===== config.mk =====
export PLATFORM = sky130hd
export DESIGN_NAME = mdu_seq
export DESIGN_NICKNAME = d
export VERILOG_FILES = /design/src/rtl/mdu_seq_pkg.sv /design/src/rtl/mdu_seq_alu.sv /design/src/rtl/mdu_seq.sv
export SDC_FILE = /design/constraint.sdc
export NUM_CORES = 1
export LEC_CHECK = 0
export ABC_AREA = 0
export CORE_ASPECT_RATIO = 0.5
export CORE_UTILIZATION = 40
export DETAILED_ROUTE_END_ITERATION = 6
export GPL_TIMING_DRIVEN = 0
export HOLD_SLACK_MARGIN = 0.1
export RECOVER_POWER = 100
export SLEW_MARGIN = 20
export SYNTH_ARGS = -nofsm -noshare
export SYNTH_HDL_FRONTEND = slang
export SYNTH_HIERARCHICAL = 1
export SYNTH_SLANG_ARGS = --single-unit

===== constraint.sdc =====
create_clock -name clk -period 5.85 [get_ports clk]
set_input_delay 1.17 -clock clk [delete_from_list [all_inputs] [get_ports clk]]
set_output_delay 1.17 -clock clk [all_outputs]
set_load 0.02 [all_outputs]

===== src/rtl/mdu_seq_pkg.sv =====
// Shared op codes and helpers for the multiply/divide sequencer.
package mdu_seq_pkg;

  localparam int unsigned MDU_OP_W = 3;
  localparam int unsigned ALU_OP_W = 4;

  // Multiply/divide unit op codes
  localparam logic [MDU_OP_W-1:0] MDU_MULT  = 3'd0;
  localparam logic [MDU_OP_W-1:0] MDU_MULTU = 3'd1;
  localparam logic [MDU_OP_W-1:0] MDU_DIV   = 3'd2;
  localparam logic [MDU_OP_W-1:0] MDU_DIVU  = 3'd3;
  localparam logic [MDU_OP_W-1:0] MDU_MTHI  = 3'd4;
  localparam logic [MDU_OP_W-1:0] MDU_MTLO  = 3'd5;

  // Step-unit op codes, shared with the core ALU encoding
  localparam logic [ALU_OP_W-1:0] ALU_ADDU = 4'd0;
  localparam logic [ALU_OP_W-1:0] ALU_SUBU = 4'd1;

  function automatic logic is_valid_op(input logic [MDU_OP_W-1:0] op);
    return op <= MDU_MTLO;
  endfunction

endpackage


===== src/rtl/mdu_seq_alu.sv =====
// Add/subtract step unit; exposes the carry so the divider can use it as a no-borrow flag.
module mdu_seq_alu
  import mdu_seq_pkg::*;
#(
  parameter int unsigned DATA_WIDTH = 32
) (
  input  logic [ALU_OP_W-1:0]   opcode,
  input  logic [DATA_WIDTH-1:0] x,
  input  logic [DATA_WIDTH-1:0] y,
  output logic [DATA_WIDTH-1:0] result,
  output logic                  carry
);

  logic                  sub;
  logic [DATA_WIDTH-1:0] y_eff;
  logic [DATA_WIDTH:0]   sum;

  // x + y for ADDU, x + ~y + 1 for SUBU; carry=1 on SUBU means no borrow
  always_comb begin
    sub             = (opcode == ALU_SUBU);
    y_eff           = sub ? ~y : y;
    sum             = {1'b0, x} + {1'b0, y_eff} + {{DATA_WIDTH{1'b0}}, sub};
    {carry, result} = sum;
  end

endmodule


===== src/rtl/mdu_seq.sv =====
// Iterative MULT/MULTU/DIV/DIVU sequencer owning the HI/LO registers.
module mdu_seq
  import mdu_seq_pkg::*;
#(
  parameter int unsigned DATA_WIDTH = 32
) (
  input  logic                  clk,
  input  logic                  rst_n,
  input  logic                  start,
  input  logic [MDU_OP_W-1:0]   op,
  input  logic [DATA_WIDTH-1:0] a,
  input  logic [DATA_WIDTH-1:0] b,
  input  logic                  cancel,
  output logic                  busy,
  output logic                  done,
  output logic [DATA_WIDTH-1:0] hi,
  output logic [DATA_WIDTH-1:0] lo
);

  localparam int unsigned W  = DATA_WIDTH;
  localparam int unsigned CW = $clog2(DATA_WIDTH);

  typedef enum logic [1:0] {StIdle, StRun, StFix} state_e;

  state_e          state_q;
  logic [CW-1:0]   cnt_q;
  // acc_q: product upper half / partial remainder; wrk_q: multiplier / dividend->quotient
  logic [W-1:0]    acc_q, wrk_q, opnd_q, hi_q, lo_q;
  logic            is_div_q, neg_q_q, neg_r_q, busy_q, done_q;

  logic            signed_op, op_div, a_neg, b_neg;
  logic [W-1:0]    a_mag, b_mag;
  logic [ALU_OP_W-1:0] alu_op;
  logic [W-1:0]    alu_x, alu_res, acc_n, wrk_n;
  logic            alu_carry, ge;
  logic [2*W-1:0]  prod, prod_fix;
  logic [W-1:0]    hi_fix, lo_fix;

  mdu_seq_alu #(
    .DATA_WIDTH(W)
  ) u_step (
    .opcode(alu_op),
    .x     (alu_x),
    .y     (opnd_q),
    .result(alu_res),
    .carry (alu_carry)
  );

  // Operand magnitudes and op class at issue time
  always_comb begin
    signed_op = (op == MDU_MULT) || (op == MDU_DIV);
    op_div    = (op == MDU_DIV) || (op == MDU_DIVU);
    a_neg     = signed_op & a[W-1];
    b_neg     = signed_op & b[W-1];
    a_mag     = a_neg ? -a : a;
    b_mag     = b_neg ? -b : b;
  end

  // One shift-add or restoring-divide step
  always_comb begin
    alu_op = is_div_q ? ALU_SUBU : ALU_ADDU;
    alu_x  = is_div_q ? {acc_q[W-2:0], wrk_q[W-1]} : acc_q;
    // Shifted remainder is W+1 bits; its top bit alone guarantees a non-negative difference
    ge     = acc_q[W-1] | alu_carry;
    if (is_div_q) begin
      acc_n = ge ? alu_res : alu_x;
      wrk_n = {wrk_q[W-2:0], ge};
    end else if (wrk_q[0]) begin
      acc_n = {alu_carry, alu_res[W-1:1]};
      wrk_n = {alu_res[0], wrk_q[W-1:1]};
    end else begin
      acc_n = {1'b0, acc_q[W-1:1]};
      wrk_n = {acc_q[0], wrk_q[W-1:1]};
    end
  end

  // Final sign correction applied in the FIX cycle
  always_comb begin
    prod     = {acc_q, wrk_q};
    prod_fix = neg_q_q ? -prod : prod;
    if (is_div_q) begin
      hi_fix = neg_r_q ? -acc_q : acc_q;
      lo_fix = neg_q_q ? -wrk_q : wrk_q;
    end else begin
      hi_fix = prod_fix[2*W-1:W];
      lo_fix = prod_fix[W-1:0];
    end
  end

  // Sequencer FSM with registered busy/done and HI/LO
  always_ff @(posedge clk) begin
    if (!rst_n) begin
      state_q  <= StIdle;
      cnt_q    <= '0;
      acc_q    <= '0;
      wrk_q    <= '0;
      opnd_q   <= '0;
      hi_q     <= '0;
      lo_q     <= '0;
      is_div_q <= 1'b0;
      neg_q_q  <= 1'b0;
      neg_r_q  <= 1'b0;
      busy_q   <= 1'b0;
      done_q   <= 1'b0;
    end else begin
      done_q <= 1'b0;
      unique case (state_q)
        StIdle: begin
          busy_q <= 1'b0;
          if (start && !cancel) begin
            case (op)
              MDU_MULT, MDU_MULTU, MDU_DIV, MDU_DIVU: begin
                state_q  <= StRun;
                cnt_q    <= CW'(W - 1);
                acc_q    <= '0;
                is_div_q <= op_div;
                opnd_q   <= op_div ? b_mag : a_mag;
                wrk_q    <= op_div ? a_mag : b_mag;
                // Divide by zero keeps the natural all-ones quotient: no quotient negate
                neg_q_q  <= (a_neg ^ b_neg) & (!op_div || (b != '0));
                neg_r_q  <= (op == MDU_DIV) & a[W-1];
              end
              MDU_MTHI: hi_q <= a;
              MDU_MTLO: lo_q <= a;
              default: ;
            endcase
          end
        end
        StRun: begin
          if (cancel) begin
            state_q <= StIdle;
            busy_q  <= 1'b0;
          end else begin
            busy_q <= 1'b1;
            acc_q  <= acc_n;
            wrk_q  <= wrk_n;
            if (cnt_q == '0) state_q <= StFix;
            else             cnt_q   <= cnt_q - 1'b1;
          end
        end
        StFix: begin
          state_q <= StIdle;
          busy_q  <= 1'b0;
          if (!cancel) begin
            hi_q   <= hi_fix;
            lo_q   <= lo_fix;
            done_q <= 1'b1;
          end
        end
        default: state_q <= StIdle;
      endcase
    end
  end

`ifndef SYNTHESIS
  // Report issue attempts that the sequencer drops
  always_ff @(posedge clk) begin
    if (rst_n && start && !cancel) begin
      if (state_q != StIdle) $display("mdu_seq: start ignored while busy (op=%0d)", op);
      else if (!is_valid_op(op)) $display("mdu_seq: invalid op %0d ignored", op);
    end
  end
`endif

  assign busy = busy_q;
  assign done = done_q;
  assign hi   = hi_q;
  assign lo   = lo_q;

endmodule


==> impl_metrics.toml, run 1 <==
[floorplan]
rows = 48
core_sq_mm = 0.03477
fp.dieArea_sq_mm = 0.03649
die_height_microns = 135.6
die_x_microns = 269.2
io-pin-count = 137
initial_core_util_pct = 41.05

[critical_path]
cp_data_arrival_time_ns = 6.05
path_class = "reg2reg"
cp_max_fo = 10
cp.required_ns = 6.22
endpoint_kind = "flop"
cp-startpoint = "is_div_q"
r2r_cells = 19
rrSetupSlack_ns = 0.17
rr_startpoint = "is_div_q"
cp-start-kind = "flop"
r2r_end = "wrk_q[0]"

[clock_network]
cts_tree = "built"
clk_pin_slew_ns = 0.07
clk_latency_ns = 0.46
ctsHoldBuffers = 0
cts_max_path_buffers = 2
h-tree-depth = 4
clkSinkCount = 172
cts-buffers-inserted = 17
clockRootBuffer = "clkbuf_16"

[layout]
multi_input_area_sq_mm = 0.01002
n_fill_cell = 3665
n_antenna_cell = 0
nets = 2183
area_growth_pct = 17.65
regArea_sq_mm = 0.003443
final_common_cell = "nor2_1"
fin_util_pct = 48.30
drive_above_1_share_pct = 5.764
final_cell_mix = "nor2_1, nand2_1, dfxtp_1"

[detailed_routing]
dr.pass1.iters = 6
drc = 0
final_antenna_net_count = 0
wl_per_cell_microns = 25.18
drt_iter0_drc = 1946
wirelength_mm = 64.37
vias = 15770
vias_per_cell = 6.168

[logic_synthesis]
ys_async_sr_fraction_pct = 0
avgSynthCellArea_sq_um = 7.466
syn_inst = 1912
yosys.area.top_type_share_pct = 24.12
ys_types = 86
ys_seq_area_share_pct = 24.12
synth_area_sq_mm = 0.01427
synth_edf_count = 0
synth.top_cells.by_area = "dfxtp_1, xnor2_1, a21oi_1"
synth_top_cell_by_area = "dfxtp_1"
synth_flop_cell = "dfxtp_1"
synth.ff_latch_count = 172
yosysWarnings = 6

[timing]
slew_viol_final = 25
final.setup.worst_slack_ns = 0.1715
period_share_pct = 97.07
setup_viol_count_final = 0
max_freq_mhz = 176.1
period_needed_ns = 5.679
hold_viol = 0
skew_ns = 0.01897
whs_ns = 0.4504
slew_headroom_pct = -59.02
rsz0062_at_grt = "no"
worstMarginPinSlew_ns = 2.363

[grt]
antenna_found_initial = 1
grt_remaining_overflow = 0
grt_pass1_wl_mm = 93.67
grt_max_degree = 20
grt.total_usage_pct = 34.61
grt_pass1_vias = 14370

[min_path]
hold_depth = 2
worst_hold_path_type = "reg2reg"
hp-start = "lo[29]"
hold_end = "lo[29]"

[flow_run]
cap_violations = 3

[power]
p_total_mw = 3.150
p_clk_share_pct = 38.3
p_leak_nw = 6.449
p_sw_mw = 1.067
power.density_mw_per_mm2 = 187.5
power.share.sequential_pct = 39.7
switching_share_pct = 33.88
p_int_mw = 2.083
peakVddDrop_mv = 0.1534
combPwrFrac_pct = 22.0

[placed_design]
dp_slack_ns = -1.355
place.gp.congestion = 0.9895
dpl.hpwl_mm = 52.38
port-buffer-count = 135

[run_status]
status = "finished, violations left"
violations = "capacitance limit, slew limit"
[registers in the layout, indices dropped and copies added, names as in the netlist]
register	flops
cnt_q	5
busy	1
lo	32
done	1
neg_q_q	1
acc_q	32
wrk_q	32
opnd_q	32
state_q	2
is_div_q	1
neg_r_q	1
hi	32
[worst max path at each step]
stage | endpoint | depth (start not counted)
6_report | wrk_q[0] | 19
5_1_grt | acc_q[8] | 21
4_1_cts | acc_q[8] | 20
3_5_place_dp | wrk_q[0] | 19
3_3_place_gp | wrk_q[0] | 19
2_1_floorplan | acc_q[6] | 20
[Yosys cell counts, types with 36 or more instances]
library cell and count:
xor2_1 74, clkbuf_1 150, a21oi_1 171, ha_1 42
a211oi_1 60, nand3_1 39, o211ai_1 37, o21ai_0 108
nor2b_1 42, nor2_1 203, xnor2_1 103, nor3_1 36
nand2_1 180, mux2i_1 69, dfxtp_1 172
[per-layer routing]
metal | up-vias | share of wire, % | wire (microns) | global-route usage [%]
met5 | - | 0 | 0 | 0
met4 | 0 | 1.3 | 815 | 6.476
met3 | 54 | 11 | 7000 | 8.878
met2 | 756 | 40 | 25850 | 49.00
met1 | 7702 | 48 | 30710 | 51.88
li1 | 7260 | - | - | -
[critical path: stages, from the launching register on]
cell      delay (ns)
dfxtp_1         0.45
clkbuf_2        0.29
clkbuf_2        0.41
clkbuf_4        0.39
clkbuf_1        0.45
mux2_2          0.40
ha_1            0.27
clkbuf_1        0.30
nand2_1         0.09
o21ai_0         0.34
nor2b_1         0.09
o41a_1          0.32
a21o_1          0.20
o21ai_1         0.31
nor2_2          0.07
buf_4           0.17
clkbuf_2        0.27
a21oi_2         0.44
o211ai_1        0.14
a21oi_1         0.16
[area by class of cell]
class	count	area share, %
inverter	25	0.5587
buffer	171	4.068
timing repair buffer	138	8.180
clock buffer	21	2.682
tap	475	3.539
multi-input combinational	1544	59.68
clock inverter	11	0.7897
sequential	172	20.50
[power by group through the flow]
stage	logic, mW	registers, mW	clock network (mW)
3_5_place_dp	0.674	1.28	0
4_1_cts	0.677	1.25	1.20
3_3_place_gp	0.674	1.28	0
2_1_floorplan	0.381	1.27	0
6_report	0.693	1.25	1.21
5_1_grt	0.729	1.25	1.25
[cells by family (layout without fill, tap and decap cells)]
kind of cell | count (synthesis) | in the layout | share of synthesized area, %
other | 1 | 3 | 0.02627
adder cells (fa/ha/maj) | 43 | 43 | 3.822
buffers and inverters | 198 | 366 | 5.390
flip-flops | 172 | 172 | 24.12
multiplexers | 103 | 103 | 7.520
AO/OA/AOI/OAI | 592 | 592 | 27.24
XOR/XNOR | 177 | 177 | 10.86
AND/OR/NAND/NOR | 626 | 626 | 21.02
[what timing repair did]
item / in CTS / in global routing
pin swaps: 0 / 1
gates resized for setup: 16 / 6
setup endpoints to repair: 33 / 33
setup buffers: 0 / 3
[metrics by stage]
step                      instance area (sq um)  std cells  TNS (ns)
after detailed placement                  16230       2524    -38.31
after floorplan                           14280       1914         0
after CTS                                 16840       2555         0
after global routing                      16790       2557         0
after global placement                    16230       2524    -37.55
final                                     16790       2557         0
Power figures use the tool's default switching activity.
==> inputs of run 2 (changes only) <==
==> constraint.sdc (replaced) <==
create_clock -name clk -period 5.85 [get_ports clk]
set_input_delay 0.585 -clock clk [delete_from_list [all_inputs] [get_ports clk]]
set_output_delay 0.585 -clock clk [all_outputs]
set_load 0.02 [all_outputs]
==> impl_metrics.toml, run 2 (synthesis results as in run 1) <==
[grt]
grt_pass1_wl_mm = 93.67
grt.total_usage_pct = 34.61
grt_remaining_overflow = 0
grt_max_degree = 20
grt_pass1_vias = 14370
antenna_found_initial = 1

[min_path]
hp-start = "lo[29]"
worst_hold_path_type = "reg2reg"

[floorplan]
rows = 48
initial_core_util_pct = 41.05
core_sq_mm = 0.03477
die_height_microns = 135.6
io-pin-count = 137
fp.dieArea_sq_mm = 0.03649
die_x_microns = 269.2

[critical_path]
cp.required_ns = 6.22
cp_max_fo = 10
path_class = "reg2reg"
cp-startpoint = "is_div_q"
rr_startpoint = "is_div_q"
cp_data_arrival_time_ns = 6.05
cp_top_family = "buffers and inverters"
path_buf_inv = 7
crit_top_cell = "clkbuf_2"
path_cells = "clkbuf_2 -> clkbuf_2 -> clkbuf_4 -> clkbuf_1 -> mux2_2 -> ha_1 -> clkbuf_1 -> nand2_1 -> o21ai_0 -> nor2b_1 -> o41a_1 -> a21o_1 -> o21ai_1 -> nor2_2 -> buf_4 -> clkbuf_2 -> a21oi_2 -> o211ai_1 -> a21oi_1"
endpoint_kind = "flop"
crit_slowest_cell = "dfxtp_1"
cpPeakStageDelay_ns = 0.46
cp-start-kind = "flop"

[timing]
whs_ns = 0.4503
rsz0062_at_grt = "no"
slew_viol_final = 25
period_needed_ns = 5.684
slew_headroom_pct = -62.35
hold_viol = 0
period_share_pct = 97.17
finalSetupTns_ns = 0
setup_viol_count_final = 0
skew_ns = 0.02092
worstMarginPinSlew_ns = 2.413
max_freq_mhz = 175.9

[detailed_routing]
vias_per_cell = 6.160
wl_per_cell_microns = 25.19
drt_iter0_drc = 1976
final_antenna_net_count = 0
vias = 15750
wirelength_mm = 64.42
dr.pass1.iters = 6
drc = 0

[clock_network]
ctsHoldBuffers = 0
clkSinkCount = 172
cts-buffers-inserted = 17
clockRootBuffer = "clkbuf_16"
h-tree-depth = 4
clk_latency_ns = 0.46
cts_max_path_buffers = 2
cts_tree = "built"
clk_pin_slew_ns = 0.07

[placed_design]
dpl.hpwl_mm = 52.38
place_inst = 2524
place.gp.congestion = 0.9895
port-buffer-count = 135

[run_status]
status = "finished, violations left"
violations = "capacitance limit, slew limit"

[layout]
area_growth_pct = 17.57
fin_util_pct = 48.27
n_antenna_cell = 0
final_common_cell = "nor2_1"
stdcell_count = 2557
final_cell_mix = "nor2_1, nand2_1, dfxtp_1"
drive_above_1_share_pct = 5.620
nets = 2183
n_fill_cell = 3667

[flow_run]
cap_violations = 3

[power]
p_leak_nw = 6.445
power.density_mw_per_mm2 = 187.9
peakVddDrop_mv = 0.1527
-- run 2: repair_timing --
action / 4_1_cts / 5_1_grt
setup endpoints to repair: 33 / 33
resized for setup: 16 / 6
pin swaps: 0 / 1
cloned: 0 / 0
setup buffers: 0 / 3
-- run 2: path summary, 6_finish.rpt --
check	endpoint	slack, ns	cells after the start
max	wrk_q[0]	0.17	19
min reg2reg	lo[29]	0.45	2
max reg2reg	wrk_q[0]	0.17	19
min	lo[29]	0.45	2
-- run 2: area by class of cell --
type	instances	area, sq um	area share, %
Multi-Input combinational cell	1544	10010	59.66
Sequential cell	172	3443	20.52
Timing Repair Buffer	138	1374	8.185
Buffer	171	681.9	4.063
Tap cell	475	594.3	3.541
Clock buffer	21	450.4	2.684
Clock inverter	11	132.6	0.7902
Inverter	25	93.84	0.5591
-- run 2: metrics by stage --
| stage | power (mW) | instance area (sq um) | worst slack [ns] |
|---|---|---|---|
| 2_1_floorplan | 1.653 | 14280 | 0.6819 |
| 3_3_place_gp | 1.950 | 16230 | -1.355 |
| 3_5_place_dp | 1.951 | 16230 | -1.355 |
| 4_1_cts | 3.129 | 16840 | 0.002844 |
| 5_1_grt | 3.232 | 16780 | 0.02647 |
| 6_report | 3.153 | 16780 | 0.1656 |
-- run 2: worst reg2reg max path: stages, from the launching register on --
cell      delay (ns)
dfxtp_1         0.46
clkbuf_2        0.30
clkbuf_2        0.41
clkbuf_4        0.39
clkbuf_1        0.46
mux2_2          0.40
ha_1            0.27
clkbuf_1        0.30
nand2_1         0.09
o21ai_0         0.34
nor2b_1         0.09
o41a_1          0.32
a21o_1          0.20
o21ai_1         0.31
nor2_2          0.08
buf_4           0.17
clkbuf_2        0.27
a21oi_2         0.43
o211ai_1        0.15
a21oi_1         0.17
-- run 2: per-layer routing --
| layer | track usage [%] | vias to the layer above | wire length [microns] | part of all wire (%) |
|---|---|---|---|---|
| met5 | 0 | - | 0 | 0 |
| met4 | 6.476 | 0 | 881 | 1.4 |
| met3 | 8.878 | 63 | 6878 | 11 |
| met2 | 49.00 | 701 | 25800 | 40 |
| met1 | 51.88 | 7721 | 30850 | 48 |
| li1 | - | 7267 | - | - |
-- run 2: report_power, final --
part	leakage [nW]	internal [mW]	switching, mW
clock network	0.267	0.647	0.561
registers	1.40	1.21	0.0427
logic	4.78	0.226	0.467
==> inputs of run 3 (changes only) <==
- SETUP_SLACK_MARGIN: default -> 0.1
==> impl_metrics.toml, run 3 (synthesis results as in run 1) <==
[placed_design]
dpl.hpwl_mm = 52.38
port-buffer-count = 135
dp_slack_ns = -1.355
place.gp.congestion = 0.9895

[critical_path]
crit_slowest_cell = "dfxtp_1"
cp.required_ns = 6.22
cp_data_arrival_time_ns = 6.05
path_class = "reg2reg"
crit_top_cell = "clkbuf_2"
cpPeakStageDelay_ns = 0.46
path_buf_inv = 5
path_cells = "clkbuf_2 -> clkbuf_2 -> clkbuf_4 -> nand2_1 -> o21ai_0 -> a21oi_1 -> fa_1 -> nand3b_1 -> a21boi_1 -> a31oi_1 -> o221ai_1 -> a211oi_2 -> a21o_1 -> o21ai_1 -> nor2_2 -> buf_4 -> clkbuf_2 -> a21oi_2 -> o211ai_1 -> a21oi_1"
cp-start-kind = "flop"
cp_max_fo = 19
endpoint_kind = "flop"
cp_top_family = "compound AO/OA/AOI/OAI gates"

[timing]
setup_viol_count_final = 0
slew_viol_final = 25
hold_viol = 0
max_freq_mhz = 176.1
skew_ns = 0.02060
rsz0062_at_grt = "no"
period_needed_ns = 5.679
period_share_pct = 97.08
final.setup.worst_slack_ns = 0.1710
slew_headroom_pct = -64.21
worstMarginPinSlew_ns = 2.441

[floorplan]
die_x_microns = 269.2
initial_core_util_pct = 41.05
core_sq_mm = 0.03477
rows = 48
io-pin-count = 137
die_height_microns = 135.6
fp.dieArea_sq_mm = 0.03649

[detailed_routing]
drc = 0
drt_iter0_drc = 1979
wl_met2_mm = 25.83
final_antenna_net_count = 0
wl_per_cell_microns = 25.18
wl_met1_mm = 30.78
wl_met3_mm = 6.947
vias_per_cell = 6.160
wirelength_mm = 64.38
highest_layer = "met4"
vias = 15750
dr.pass1.iters = 6

[clock_network]
clkSinkCount = 172
cts-buffers-inserted = 17
ctsHoldBuffers = 0
cts_tree = "built"
clk_pin_slew_ns = 0.07
clockRootBuffer = "clkbuf_16"
h-tree-depth = 4
clk_latency_ns = 0.46
cts_max_path_buffers = 2

[power]
p_total_mw = 3.153
p_leak_nw = 6.447
power.density_mw_per_mm2 = 187.9
peakVddDrop_mv = 0.1528

[flow_run]
cap_violations = 3

[grt]
grt_remaining_overflow = 0
grt_pass1_wl_mm = 93.67
grt.total_usage_pct = 34.61
grt_max_degree = 20
antenna_found_initial = 1
grt_pass1_vias = 14370

[layout]
final_common_cell = "nor2_1"
nets = 2183
area_growth_pct = 17.57
n_antenna_cell = 0
n_fill_cell = 3667
fin_util_pct = 48.27
final_cell_mix = "nor2_1, nand2_1, dfxtp_1"
drive_above_1_share_pct = 5.620

[run_status]
status = "finished, violations left"
violations = "capacitance limit, slew limit"

[min_path]
worst_hold_path_type = "reg2reg"
run 3: metrics by stage:
stage	std cells	area, sq um	hold WS, ns	TNS, ns
after floorplan	1914	14280	0.4444	0
after CTS	2555	16840	0.4590	0
after global placement	2524	16230	0.4430	-37.55
after global routing	2557	16780	0.4744	0
after detailed placement	2524	16230	0.4488	-38.31
final	2557	16780	0.4503	0
run 3: path summary, 6_finish.rpt:
| kind | from | to | slack [ns] | cells after the start |
|---|---|---|---|---|
| min | lo[29] | lo[29] | 0.45 | 2 |
| min reg2reg | lo[29] | lo[29] | 0.45 | 2 |
| max reg2reg | is_div_q | wrk_q[0] | 0.17 | 20 |
| max | is_div_q | wrk_q[0] | 0.17 | 20 |
run 3: layer usage:
layer | global-route usage (%) | up-vias
li1 | - | 7271
met1 | 51.88 | 7700
met2 | 49.00 | 722
met3 | 8.878 | 59
met4 | 6.476 | 0
met5 | 0 | -
run 3: what timing repair did:
action	in CTS	in global routing
resized for setup	17	6
pin swaps	0	1
setup endpoints to repair	33	33
buffers inserted	0	3
run 3: where the power goes:
group	leakage [nW]	internal [mW]	switching, mW	total (mW)
sequential	1.40	1.21	0.0427	1.25
clock	0.267	0.647	0.561	1.21
combinational	4.78	0.226	0.467	0.693
run 3: worst min-delay path: stages, from the launching register on:
cell	delay [ns]
dfxtp_1	0.31
nand2_1	0.05
a21oi_1	0.05
run 3: final cells by class:
class | count | area, sq um | area share (%)
well taps | 475 | 594.3 | 3.541
multi-input cells | 1544 | 10010 | 59.66
clock inverters | 11 | 132.6 | 0.7902
clock buffers | 21 | 450.4 | 2.684
repair buffers | 138 | 1374 | 8.185
plain buffers | 171 | 681.9 | 4.063
inverters | 25 | 93.84 | 0.5591
flip-flops and latches | 172 | 3443 | 20.52
